File: config.mk
export PLATFORM = sky130hd
export DESIGN_NAME = fetch_decode
export DESIGN_NICKNAME = d
export VERILOG_FILES = /design/src/rtl/fetch_decode_pkg.sv /design/src/rtl/fetch_decode_op_decoder.sv /design/src/rtl/fetch_decode.sv
export SDC_FILE = /design/constraint.sdc
export NUM_CORES = 1
export LEC_CHECK = 0
export ABC_AREA = 1
export ABC_CLOCK_PERIOD_IN_PS = 1500
export CORE_ASPECT_RATIO = 1.1
export CORE_MARGIN = 1.5
export CORE_UTILIZATION = 41
export CTS_CLUSTER_DIAMETER = 100
export CTS_CLUSTER_SIZE = 25
export DETAILED_ROUTE_END_ITERATION = 12
export PLACE_DENSITY = 0.77
export SYNTH_ARGS = -nofsm -noshare
export SYNTH_HDL_FRONTEND = slang
export SYNTH_SLANG_ARGS = --single-unit
File: constraint.sdc
create_clock -name clk -period 1.5 [get_ports clk]
set_clock_uncertainty 0.05 [all_clocks]
set_input_delay 0.45 -clock clk [delete_from_list [all_inputs] [get_ports clk]]
set_output_delay 0.45 -clock clk [all_outputs]
set_load 0.005 [all_outputs]
File: src/rtl/fetch_decode_pkg.sv
// Shared opcode map, FSM state encoding and strobe bundle for the fetch_decode sequencer.
package fetch_decode_pkg;

    localparam int ADDR_W_DEF = 8;

    localparam logic [3:0] OP_ADD_R = 4'h5;
    localparam logic [3:0] OP_ST_P  = 4'h6;
    localparam logic [3:0] OP_LD_P  = 4'h7;
    localparam logic [3:0] OP_DEC   = 4'h8;
    localparam logic [3:0] OP_INC   = 4'h9;
    localparam logic [3:0] OP_ST_R  = 4'hB;
    localparam logic [3:0] OP_NOP   = 4'hC;
    localparam logic [3:0] OP_LDI   = 4'hD;
    localparam logic [3:0] OP_JMP   = 4'hE;
    localparam logic [3:0] OP_RST   = 4'hF;

    typedef enum logic [1:0] {
        ST_FETCH = 2'd0,
        ST_EXEC  = 2'd1,
        ST_TRAP  = 2'd2
    } state_t;

    typedef struct packed {
        logic ldi;
        logic st_p;
        logic ld_p;
        logic st_r;
        logic add_r;
        logic dec;
        logic inc;
    } strobe_t;

endpackage

File: src/rtl/fetch_decode_op_decoder.sv
// Combinational opcode decode: IR[3:0] -> one-hot execute strobes plus control-flow flags.
module fetch_decode_op_decoder
    import fetch_decode_pkg::*;
(
    input  logic [3:0] i_op,
    output strobe_t    o_strb,
    output logic       o_is_jmp,
    output logic       o_is_rst,
    output logic       o_is_illegal
);

    always_comb begin
        o_strb       = '0;
        o_is_jmp     = 1'b0;
        o_is_rst     = 1'b0;
        o_is_illegal = 1'b0;
        case (i_op)
            OP_ADD_R: o_strb.add_r = 1'b1;
            OP_ST_P:  o_strb.st_p  = 1'b1;
            OP_LD_P:  o_strb.ld_p  = 1'b1;
            OP_DEC:   o_strb.dec   = 1'b1;
            OP_INC:   o_strb.inc   = 1'b1;
            OP_ST_R:  o_strb.st_r  = 1'b1;
            OP_LDI:   o_strb.ldi   = 1'b1;
            OP_NOP:   ;
            OP_JMP:   o_is_jmp     = 1'b1;
            OP_RST:   o_is_rst     = 1'b1;
            default:  o_is_illegal = 1'b1;
        endcase
    end

endmodule

File: src/rtl/fetch_decode.sv
// Two-cycle FETCH/EXEC program sequencer for the PLC datapath.
// Define FETCH_ILLEGAL_TRAP_EN to trap on undefined opcodes; otherwise they run as NOP.
module fetch_decode
    import fetch_decode_pkg::*;
#(
    parameter int                ADDR_W  = ADDR_W_DEF,
    parameter logic [ADDR_W-1:0] RST_VEC = '0
) (
    input  logic              clk,
    input  logic              rst,
    input  logic              hold,
    output logic [ADDR_W-1:0] rom_addr,
    input  logic [7:0]        rom_opcode,
    input  logic [7:0]        rom_operand,
    output logic [7:0]        operand,
    output logic              op_ldi,
    output logic              op_st_p,
    output logic              op_ld_p,
    output logic              op_st_r,
    output logic              op_add_r,
    output logic              op_dec,
    output logic              op_inc,
    output logic              soft_rst,
    output logic [ADDR_W-1:0] pc,
    output logic              illegal
);

    state_t            r_state, w_state_nxt;
    logic [ADDR_W-1:0] r_pc, w_pc_nxt;
    logic [3:0]        r_ir;
    logic [7:0]        r_operand;
    strobe_t           w_dec_strb, w_strb;
    logic              w_is_jmp, w_is_rst, w_is_illegal;
    logic              w_exec, w_trap;
    logic              w_unused_opcode_hi;

    // Only the low nibble of the opcode byte carries meaning.
    assign w_unused_opcode_hi = &{1'b0, rom_opcode[7:4]};

    fetch_decode_op_decoder u_op_decoder (
        .i_op         (r_ir),
        .o_strb       (w_dec_strb),
        .o_is_jmp     (w_is_jmp),
        .o_is_rst     (w_is_rst),
        .o_is_illegal (w_is_illegal)
    );

    // Strobe-issuing EXEC cycle; reset and hold both suppress it.
    assign w_exec = (r_state == ST_EXEC) && !hold && !rst;

`ifdef FETCH_ILLEGAL_TRAP_EN
    logic r_illegal;

    assign w_trap  = (r_state == ST_EXEC) && w_is_illegal;
    assign illegal = r_illegal;

    always_ff @(posedge clk) begin
        if (rst)
            r_illegal <= 1'b0;
        else if (!hold && w_trap)
            r_illegal <= 1'b1;
    end
`else
    logic w_unused_illegal;

    assign w_unused_illegal = w_is_illegal;
    assign w_trap  = 1'b0;
    assign illegal = 1'b0;
`endif

    always_ff @(posedge clk) begin
        if (rst)
            r_state <= ST_FETCH;
        else if (!hold)
            r_state <= w_state_nxt;
    end

    always_comb begin
        w_state_nxt = ST_FETCH;
        case (r_state)
            ST_FETCH: w_state_nxt = ST_EXEC;
            ST_EXEC:  w_state_nxt = w_trap ? ST_TRAP : ST_FETCH;
`ifdef FETCH_ILLEGAL_TRAP_EN
            ST_TRAP:  w_state_nxt = ST_TRAP;
`endif
            default:  w_state_nxt = ST_FETCH;
        endcase
    end

    always_comb begin
        w_strb   = '0;
        soft_rst = 1'b0;
        if (w_exec) begin
            w_strb   = w_dec_strb;
            soft_rst = w_is_rst;
        end
    end

    always_comb begin
        w_pc_nxt = r_pc;
        if (r_state == ST_EXEC) begin
            if (w_is_jmp)
                w_pc_nxt = ADDR_W'(r_operand);
            else if (w_is_rst)
                w_pc_nxt = RST_VEC;
            else if (!w_trap)
                w_pc_nxt = r_pc + ADDR_W'(1);
        end
    end

    always_ff @(posedge clk) begin
        if (rst) begin
            r_pc      <= RST_VEC;
            r_ir      <= OP_NOP;
            r_operand <= '0;
        end else if (!hold) begin
            r_pc <= w_pc_nxt;
            if (r_state == ST_FETCH) begin
                r_ir      <= rom_opcode[3:0];
                r_operand <= rom_operand;
            end
        end
    end

    assign rom_addr = r_pc;
    assign pc       = r_pc;
    assign operand  = r_operand;
    assign op_ldi   = w_strb.ldi;
    assign op_st_p  = w_strb.st_p;
    assign op_ld_p  = w_strb.ld_p;
    assign op_st_r  = w_strb.st_r;
    assign op_add_r = w_strb.add_r;
    assign op_dec   = w_strb.dec;
    assign op_inc   = w_strb.inc;

endmodule

# After elaboration in Yosys (flattened, before gate mapping)
# Index checks and enable logic that the tools add are counted.
[word_totals]
reg_bits = 22
latch_bits = 0
ram_bits = 0
romBits = 0
inputBits = 19
output_inout_bits = 33
memories = 0
[classes]
add_sub_neg = 1
multipliers = 0
div = 0
order_cmp = 0
n_eq_ne = 10
shift = 0
muxes = 14
bitwise_logic = 1
n_reduce_logical = 7
[ops]
columns = ["op", "n"]
rows = [
  ["$eq A4 B4 Y1 const B", 6],
  ["$mux W8", 2],
  ["$eq A4 B3 Y1 const B", 3],
  ["$mux W1", 11],
  ["$add A8 B1 Y8 const B", 1],
  ["$mux W7", 1],
  ["$reduce_and A2 Y1", 2],
  ["$eq A2 B1 Y1 const B", 1],
  ["$logic_and A1 B1 Y1", 2],
  ["$logic_not A1 Y1", 2],
  ["$logic_not A2 Y1", 1],
  ["$not A1 Y1", 1],
]

# Logic depth before layout (Yosys ltp)
# Gate-level depths: netlist of run 1.
[depth]
ltp_word = 4
mapped_depth = 6

# Modules after synthesis
# Synthesis of run 1 repeated with hierarchy kept, for this count alone.
[hier_totals]
cells_unflattened = 183
hier_area_um2 = 1236.2
[modules_own_cells]
columns = ["module", "instances", "cells_per_inst", "area_each_um2", "seq_area_each_um2"]
rows = [
  ["fetch_decode", 1, 161, 1138.6, 420.4],
  ["fetch_decode_op_decoder", 1, 22, 97.6, 0.0],
]

# Least setup slack after synthesis of run 1
# OpenSTA, ideal clock, no wires.
[synth_timing]
path_type = "input to output"
startpoint = "input hold"
endpoint = "output op_st_p"
arrival_time_ns = 1.015
setup_slack_ns = -0.015
stages = 5
n_path_buf = 0
cell_sequence = "nor2_4 -> inv_2 -> nor2_4 -> nand3_1 -> nor3_1"
[synth_via]
elab_chain_len = 4
[synth_rtl]
columns = ["item", "line", "rtl"]
rows = [
  ["start: declaration", "fetch_decode.sv:11", "input logic hold,"],
  ["$logic_not A1 Y1", "n/a", ""],
  ["$logic_and A1 B1 Y1 (2 in series)", "fetch_decode.sv:49", "assign w_exec = (r_state == ST_EXEC) && !hold && !rst;"],
  ["$mux W7", "fetch_decode.sv:93", "if (w_exec) begin"],
  ["end: declaration", "fetch_decode.sv:17", "output logic op_st_p,"],
]
# Every way passes these cells.

# Final worst setup path of run 1
[layout_timing]
startpoint = "input hold"
endpoint = "output op_dec"
[layout_via]
elab_chain_len = 4
[layout_rtl]
columns = ["item", "line", "rtl"]
rows = [
  ["$logic_not A1 Y1", "n/a", ""],
  ["$logic_and A1 B1 Y1 (2 in series)", "fetch_decode.sv:49", ""],
  ["$mux W7", "fetch_decode.sv:93", ""],
  ["end: declaration", "fetch_decode.sv:21", "output logic op_dec,"],
]
# Every way passes these cells.

==> run summary, run 1 <==
Worst hold path
• Hold Path Class: reg -> reg
• hold path startpoint: operand[4]$_SDFFE_PP0P_
• endpoint of the worst hold-timing path: operand[4]$_SDFFE_PP0P_
• count of cells along the worst hold path: 2

Power and ir drop
• Max IR drop VDD: 639.6 µV
• leakage power of the design: 0.9098 nW
• power density normalized to cell area: 679.8 nW/µm²

Yosys
• post-synthesis cell type count: 22
• register bit count reported by yosys: 21
• number of nets in the synthesized netlist: 188
• warnings from Yosys: 0
• sequential element share of the synthesized area: 37.13%
• post-synthesis instance area: 1132 µm²
• synthesized area per cell: 6.740 µm²
• cell count after synthesis: 168

Setup path
• Max Fanout on Critical Path: 3
• Critical Path AT: 1380 ps
• reg2reg path depth: 7
• critical path data required time: 1000 ps
• worst flop-to-flop path startpoint: r_ir[2]$_SDFFE_PP1P_
• R2R setup slack: 100 ps
• critical path endpoint category: primary output
• critical path start-end classification: in -> out
• Critical Path Start: hold
• worst reg2reg endpoint: pc[6]$_SDFFE_PP0N_
• CP Launch Type: primary input

STA
• Slew Limit Fails: 0
• hold_ws: 442.2 ps
• period utilisation layout: 125.5%
• maximum achievable frequency: 0.5314 GHz
• worst path setup slack after routing: -381.8 ps
• Final Hold Violating Endpoints: 0
• setup-violating endpoint count in the final report: 8
• setup repair after global routing missed its margin: yes
• final critical delay including setup and external delays: 1882 ps
• total negative slack: -2573 ps

Floorplan
• Core Region: 2567 µm²
• die footprint: 3086 µm²
• Initial Util: 44.10%
• x dimension of the die: 53.11 µm
• number of core rows: 19
• I/O pin total: 52
• height of the die: 58.12 µm

Placed design
• placed cell areas: 1678 µm²
• post-detailed-placement half-perimeter wirelength: 2.284 mm
• dpl ws: -1029 ps
• number of port buffers: 46
• routability-driven placement congestion ratio: 0.8377

Route
• DRT Wirelength: 3.391 mm
• via/cell ratio: 5.062
• metal3 WL: 241 µm
• drt wl/cell: 12.42 µm
• remaining number of nets flagged by the antenna check after routing: 0
• routed vias: 1,382
• Pre-Repair DR Iteration Count: 4
• # DRC: 0
• highest signal layer in the routed design: met4
• met2 layer wire length in the routed design: 1.673 mm
• met1 wire length: 1.327 mm
• initial DRC count: 44

Clock network
• clk sinks: 21
• Clock transition at path regs: 110 ps
• largest buffer count on any clock path: 2
• Clock Latency Late Sink: 300 ps
• quantity of hold-fixing buffers added after cts: 0
• number of buffers created by CTS: 3
• clock tree from TritonCTS: yes
• htree depth: 1
• root buffer cell: clkbuf_4

Global routing
• all-layer global routing usage: 23.07%
• initial antenna violation count: 0
• vias in the first global route: 1,245
• maximum number of pins on one net before global-route repair: 19
• GR Overflow Total: 0
• wire length of the first global-routing pass: 5.333 mm

Run status
• failing checks: setup timing
• run status: finished with violations

Finish
• final core utilization: 71.25%
• nets@finish: 263
• number of antenna diodes: 0
• Synth-to-Final Area Change: 61.55%
• final standard cell area without fillers: 1829 µm²
• proportion of layout cells with a drive suffix above 1: 37.19%

Run
• number of maximum-capacitance constraint violations: 0

-- worst max-delay path, stage by stage --
cell and delay, ps:
clkdlybuf4s15_2 220, nor2_4 120, inv_2 60, nor2_4 130, nand2_2 80, nor3_2 160
buf_2 150
-- synth_stat cells --
| cell type | instances | share of area (%) |
|---|---|---|
| o211ai_1 | 1 | 0.66 |
| buf_2 | 3 | 1.3 |
| nor2_1 | 27 | 9.0 |
| nand3_1 | 12 | 5.3 |
| conb_1 | 1 | 0.33 |
| nor2_4 | 3 | 3.0 |
| o21ai_0 | 17 | 7.5 |
| nand3_2 | 1 | 0.88 |
| ha_1 | 1 | 1.1 |
| a21oi_1 | 11 | 4.9 |
| dfxtp_1 | 21 | 37 |
| a31oi_1 | 1 | 0.55 |
| o21ai_1 | 1 | 0.44 |
| nor3b_1 | 1 | 0.66 |
| nand2_1 | 33 | 11 |
| buf_6 | 1 | 0.99 |
| nor2_2 | 1 | 0.55 |
| inv_2 | 2 | 0.66 |
| buf_4 | 10 | 6.6 |
| nor3_1 | 5 | 2.2 |
| inv_1 | 14 | 4.6 |
| o21bai_1 | 1 | 0.66 |
-- cell families after synthesis --
family | count (synthesis) | share of synthesized area, %
AND/OR/NAND/NOR | 83 | 32.49
AO/OA/AOI/OAI | 32 | 14.70
other | 1 | 0.3312
adder cells (fa/ha/maj) | 1 | 1.105
buffers and inverters | 30 | 14.25
flip-flops | 21 | 37.13
-- what timing repair did --
action,in CTS,in global routing
pin swaps,6,9
endpoints found under the setup margin,32,16
gates resized for setup,92,9
setup buffers,19,1
cloned,0,0
-- area by class of cell --
class	count	area (µm²)
fillers	224	738.2
repair buffers	84	663.1
multi-input cells	117	595.6
flip-flops and latches	21	441.7
inverters	16	62.56
well taps	31	38.79
clock buffers	3	22.52
clock inverters	1	5.005
-- cells in the final DEF, fill, tap and decap left out, drive strengths merged --
cell	Yosys	final
clkinv	0	1
nand3	13	13
nand2	33	33
nor3	5	5
inv	16	16
o211ai	1	1
dlygate4sd2	0	18
a31oi	1	1
clkbuf	0	8
nor3b	1	1
dfxtp	21	21
conb	1	1
clkdlybuf4s15	0	3
o21bai	1	1
nor2	31	31
buf	14	46
ha	1	1
o21ai	18	18
a21oi	11	11
clkdlybuf4s50	0	12
-- stage by stage --
stage                     instances  total power [W]
final                           273         0.001243
after global routing            273         0.001318
after CTS                       273         0.001244
after detailed placement        250        0.0009517
after global placement          250        0.0009407
after floorplan                 168        0.0007789
-- flip-flops by register name, indices dropped and copies added, names as in the netlist --
signal,cells
operand,8
pc,8
r_ir,4
r_state,1
-- how the worst max path moves through the flow --
stage	to	slack, ps	cells after the start
after floorplan	op_dec	20	5
after global routing	op_ldi	-450	8
final	op_dec	-380	7
after global placement	op_st_p	-980	7
after CTS	op_ldi	-420	8
after detailed placement	op_st_p	-1030	7
-- power by group --
part           leakage, nW  internal [W]  switching, W  total (W)
clock network       0.0177     0.0000993      0.000170   0.000270
registers            0.179      0.000603     0.0000285   0.000632
logic                0.713      0.000180      0.000162   0.000342
total                0.910      0.000883      0.000361    0.00124
-- routing by layer --
layer	GRT usage, %	vias up
met3	4.124	15
met5	0	-
met2	38.21	72
met4	13.92	0
met1	27.30	617
li1	-	678
No activity file was read; power rests on OpenSTA's default activity.
==> inputs of run 2 (changes only) <==
Settings changed: CAP_MARGIN from default to 10.
==> results of run 2 <==
Same layout as run 1: the final DEF is identical, and so are final timing and power.
==> inputs of run 3 (changes only) <==
Settings changed: CORE_MARGIN 1.5 to default, CORE_UTILIZATION 41 to 42, CTS_BUF_LIST from default to sky130_fd_sc_hd__clkbuf_8, HOLD_SLACK_MARGIN from default to 0.06, PLACE_DENSITY 0.77 to 0.78.
==> run 3 against run 2 <==
The run still ends with setup timing left. Final area is 2.3% higher. Largest cell class unchanged. Power is 9.5% higher. First-iteration DRC count is 9.1% higher. Sequential share of layout area is 0.53 points lower. Worst hold slack worse by 34 ps. Highest routed layer unchanged. Via count is 4.1% higher. Sequential power hardly changed.
==> run summary, run 3 (synthesis results as in run 1) <==
Finish
• commonest cells after routing, fill and taps aside: buf_4, nand2_1, nor2_1
• proportion of layout cells with a drive suffix above 1: 35.12%, -2.1 points
• most common library cell in the layout ignoring fill and taps: buf_4
• Synth-to-Final Area Change: 65.19%
• flip-flop and latch area: 441.7 µm², unchanged
• area occupied by multi-input gates: 605.6 µm², +1.7%
• final core utilization: 74.23%, +3.0 points
• number of antenna diodes: 0, unchanged
• nets@finish: 263, unchanged
• final standard cell area without fillers: 1871 µm², +2.3%
• Filler Cell Count: 203, -9.4%

Run
• number of maximum-capacitance constraint violations: 0, unchanged

Route
• DRT Wirelength: 3.607 mm, +6.4%
• via/cell ratio: 5.271, +4.1%
• remaining number of nets flagged by the antenna check after routing: 0, unchanged
• # DRC: 0, unchanged
• routed vias: 1,439, +4.1%
• Pre-Repair DR Iteration Count: 4, unchanged
• drt wl/cell: 13.21 µm, +6.4%
• initial DRC count: 48, +9.1%

STA
• Final Hold Violating Endpoints: 0, unchanged
• Slew Limit Fails: 0, unchanged
• total negative slack: -2701 ps, -127.2 ps
• worst path setup slack after routing: -396.5 ps, -14.72 ps
• maximum achievable frequency: 0.5273 GHz, -0.78%
• setup-violating endpoint count in the final report: 8, unchanged
• final critical delay including setup and external delays: 1897 ps, +14.72 ps
• setup repair after global routing missed its margin: yes
• period utilisation layout: 126.4%, +0.98 points

Global routing
• wire length of the first global-routing pass: 6.072 mm, +14%
• all-layer global routing usage: 27.29%, +4.2 points
• initial antenna violation count: 0, unchanged
• vias in the first global route: 1,375, +10%
• GR Overflow Total: 0, unchanged
• maximum number of pins on one net before global-route repair: 19, unchanged

Run status
• run status: finished with violations
• failing checks: setup timing

Setup path
• R2R setup slack: 110 ps, about the same
• critical path start-end classification: reg -> out
• critical path endpoint category: primary output
• critical path data required time: 1000 ps, about the same
• Critical Path Start: r_state[0]$_SDFFE_PP0N_
• reg2reg path depth: 9, +2
• Max Fanout on Critical Path: 2, -1
• CP endpoint: op_add_r
• Critical Path AT: 1400 ps, +20 ps
• CP Launch Type: register
• worst flop-to-flop path startpoint: r_state[0]$_SDFFE_PP0N_
• worst reg2reg endpoint: pc[1]$_SDFFE_PP0N_

Clock network
• clk sinks: 21, unchanged
• Clock Latency Late Sink: 260 ps, -40 ps
• Clock transition at path regs: 80 ps, -30 ps
• largest buffer count on any clock path: 2, unchanged
• root buffer cell: clkbuf_8
• quantity of hold-fixing buffers added after cts: 0, unchanged
• number of buffers created by CTS: 3, unchanged
• htree depth: 1, unchanged
• clock tree from TritonCTS: yes

Power and ir drop
• power after layout: 0.001362 W, +9.5%
• power density normalized to cell area: 728.1 nW/µm², +7.1%
• Max IR drop VDD: 630.8 µV, -1.4%
• leakage power of the design: 0.9331 nW, +2.6%

Floorplan
• I/O pin total: 52, unchanged
• height of the die: 56.46 µm, -2.9%
• x dimension of the die: 51.51 µm, -3.0%
• Initial Util: 44.94%, +0.83 points
• number of core rows: 19, unchanged
• Core Region: 2520 µm², -1.9%
• die footprint: 2908 µm², -5.8%

Placed design
• routability-driven placement congestion ratio: 0.8106, -3.2%
• dpl ws: -1030 ps, -1.440 ps
• placed cell areas: 1685 µm², +0.45%
• number of port buffers: 46, unchanged
• post-detailed-placement half-perimeter wirelength: 2.350 mm, +2.9%

Worst hold path
• Hold Path Class: in -> reg
• hold path startpoint: hold

==> run 3: changes by cell type in the layout (fill, tap and decap cells not counted), moves of 2 or more <==
cell,change
clkbuf_4,-3
nor2_1,-2
dlygate4sd2_1,+5
clkbuf_8,+3
nand3_4,+2
clkbuf_2,-4
a21oi_1,-2
nand3_2,-3
a21oi_2,+2
==> run 3: worst min-delay path by stage <==
stage / end / slack, ps / cells after the start
finish: r_state[0]$_SDFFE_PP0N_ / 410 / 3
global route: r_state[0]$_SDFFE_PP0N_ / 420 / 3
CTS: r_state[0]$_SDFFE_PP0N_ / 410 / 3
detailed placement: operand[4]$_SDFFE_PP0P_ / 410 / 2
global placement: operand[4]$_SDFFE_PP0P_ / 410 / 2
floorplan: r_state[0]$_SDFFE_PP0N_ / 390 / 2
==> run 3: routing by layer <==
layer / vias to the layer above / part of all wire [%] / global-route usage (%)
li1: 677 / - / -
met1: 682 / 41 / 34.89
met2: 70 / 51 / 44.71
met3: 10 / 5.9 / 4.065
met4: 0 / 2.0 / 11.58
met5: - / 0 / 0
==> run 3: report_power, final <==
part	total, W	switching (W)	internal [W]
clock network	0.000381	0.000198	0.000183
registers	0.000635	0.0000318	0.000603
logic	0.000345	0.000166	0.000180
==> run 3: repair_timing <==
action	in CTS	in global routing
hold endpoints to repair	0	0
setup buffers	20	3
gates resized for setup	87	7
endpoints found under the setup margin	32	17
pin swaps	4	6
==> run 3: final cells by class <==
cell class	count	area share (%)
Multi-Input combinational cell	117	32.37
Inverter	16	3.211
Clock buffer	3	2.207
Timing Repair Buffer	84	36.32
Sequential cell	21	23.61
Clock inverter	1	0.2007
Tap cell	31	2.074
==> run 3: critical path, cell delays in order, from the launching register on <==
cell and delay, ps:
dfxtp_2 340, inv_2 40, nor2_4 80, inv_2 60
nor2_4 100, buf_6 120, nand3_4 70, buf_6 140
nor2_4 70, buf_2 120
==> run 3: metrics by stage <==
| stage | hold WS, ps | std cells |
|---|---|---|
| floorplan | 393.7 | 168 |
| global placement | 409.1 | 251 |
| detailed placement | 409.8 | 251 |
| CTS | 407.9 | 275 |
| global route | 415.4 | 273 |
| finish | 408.5 | 273 |
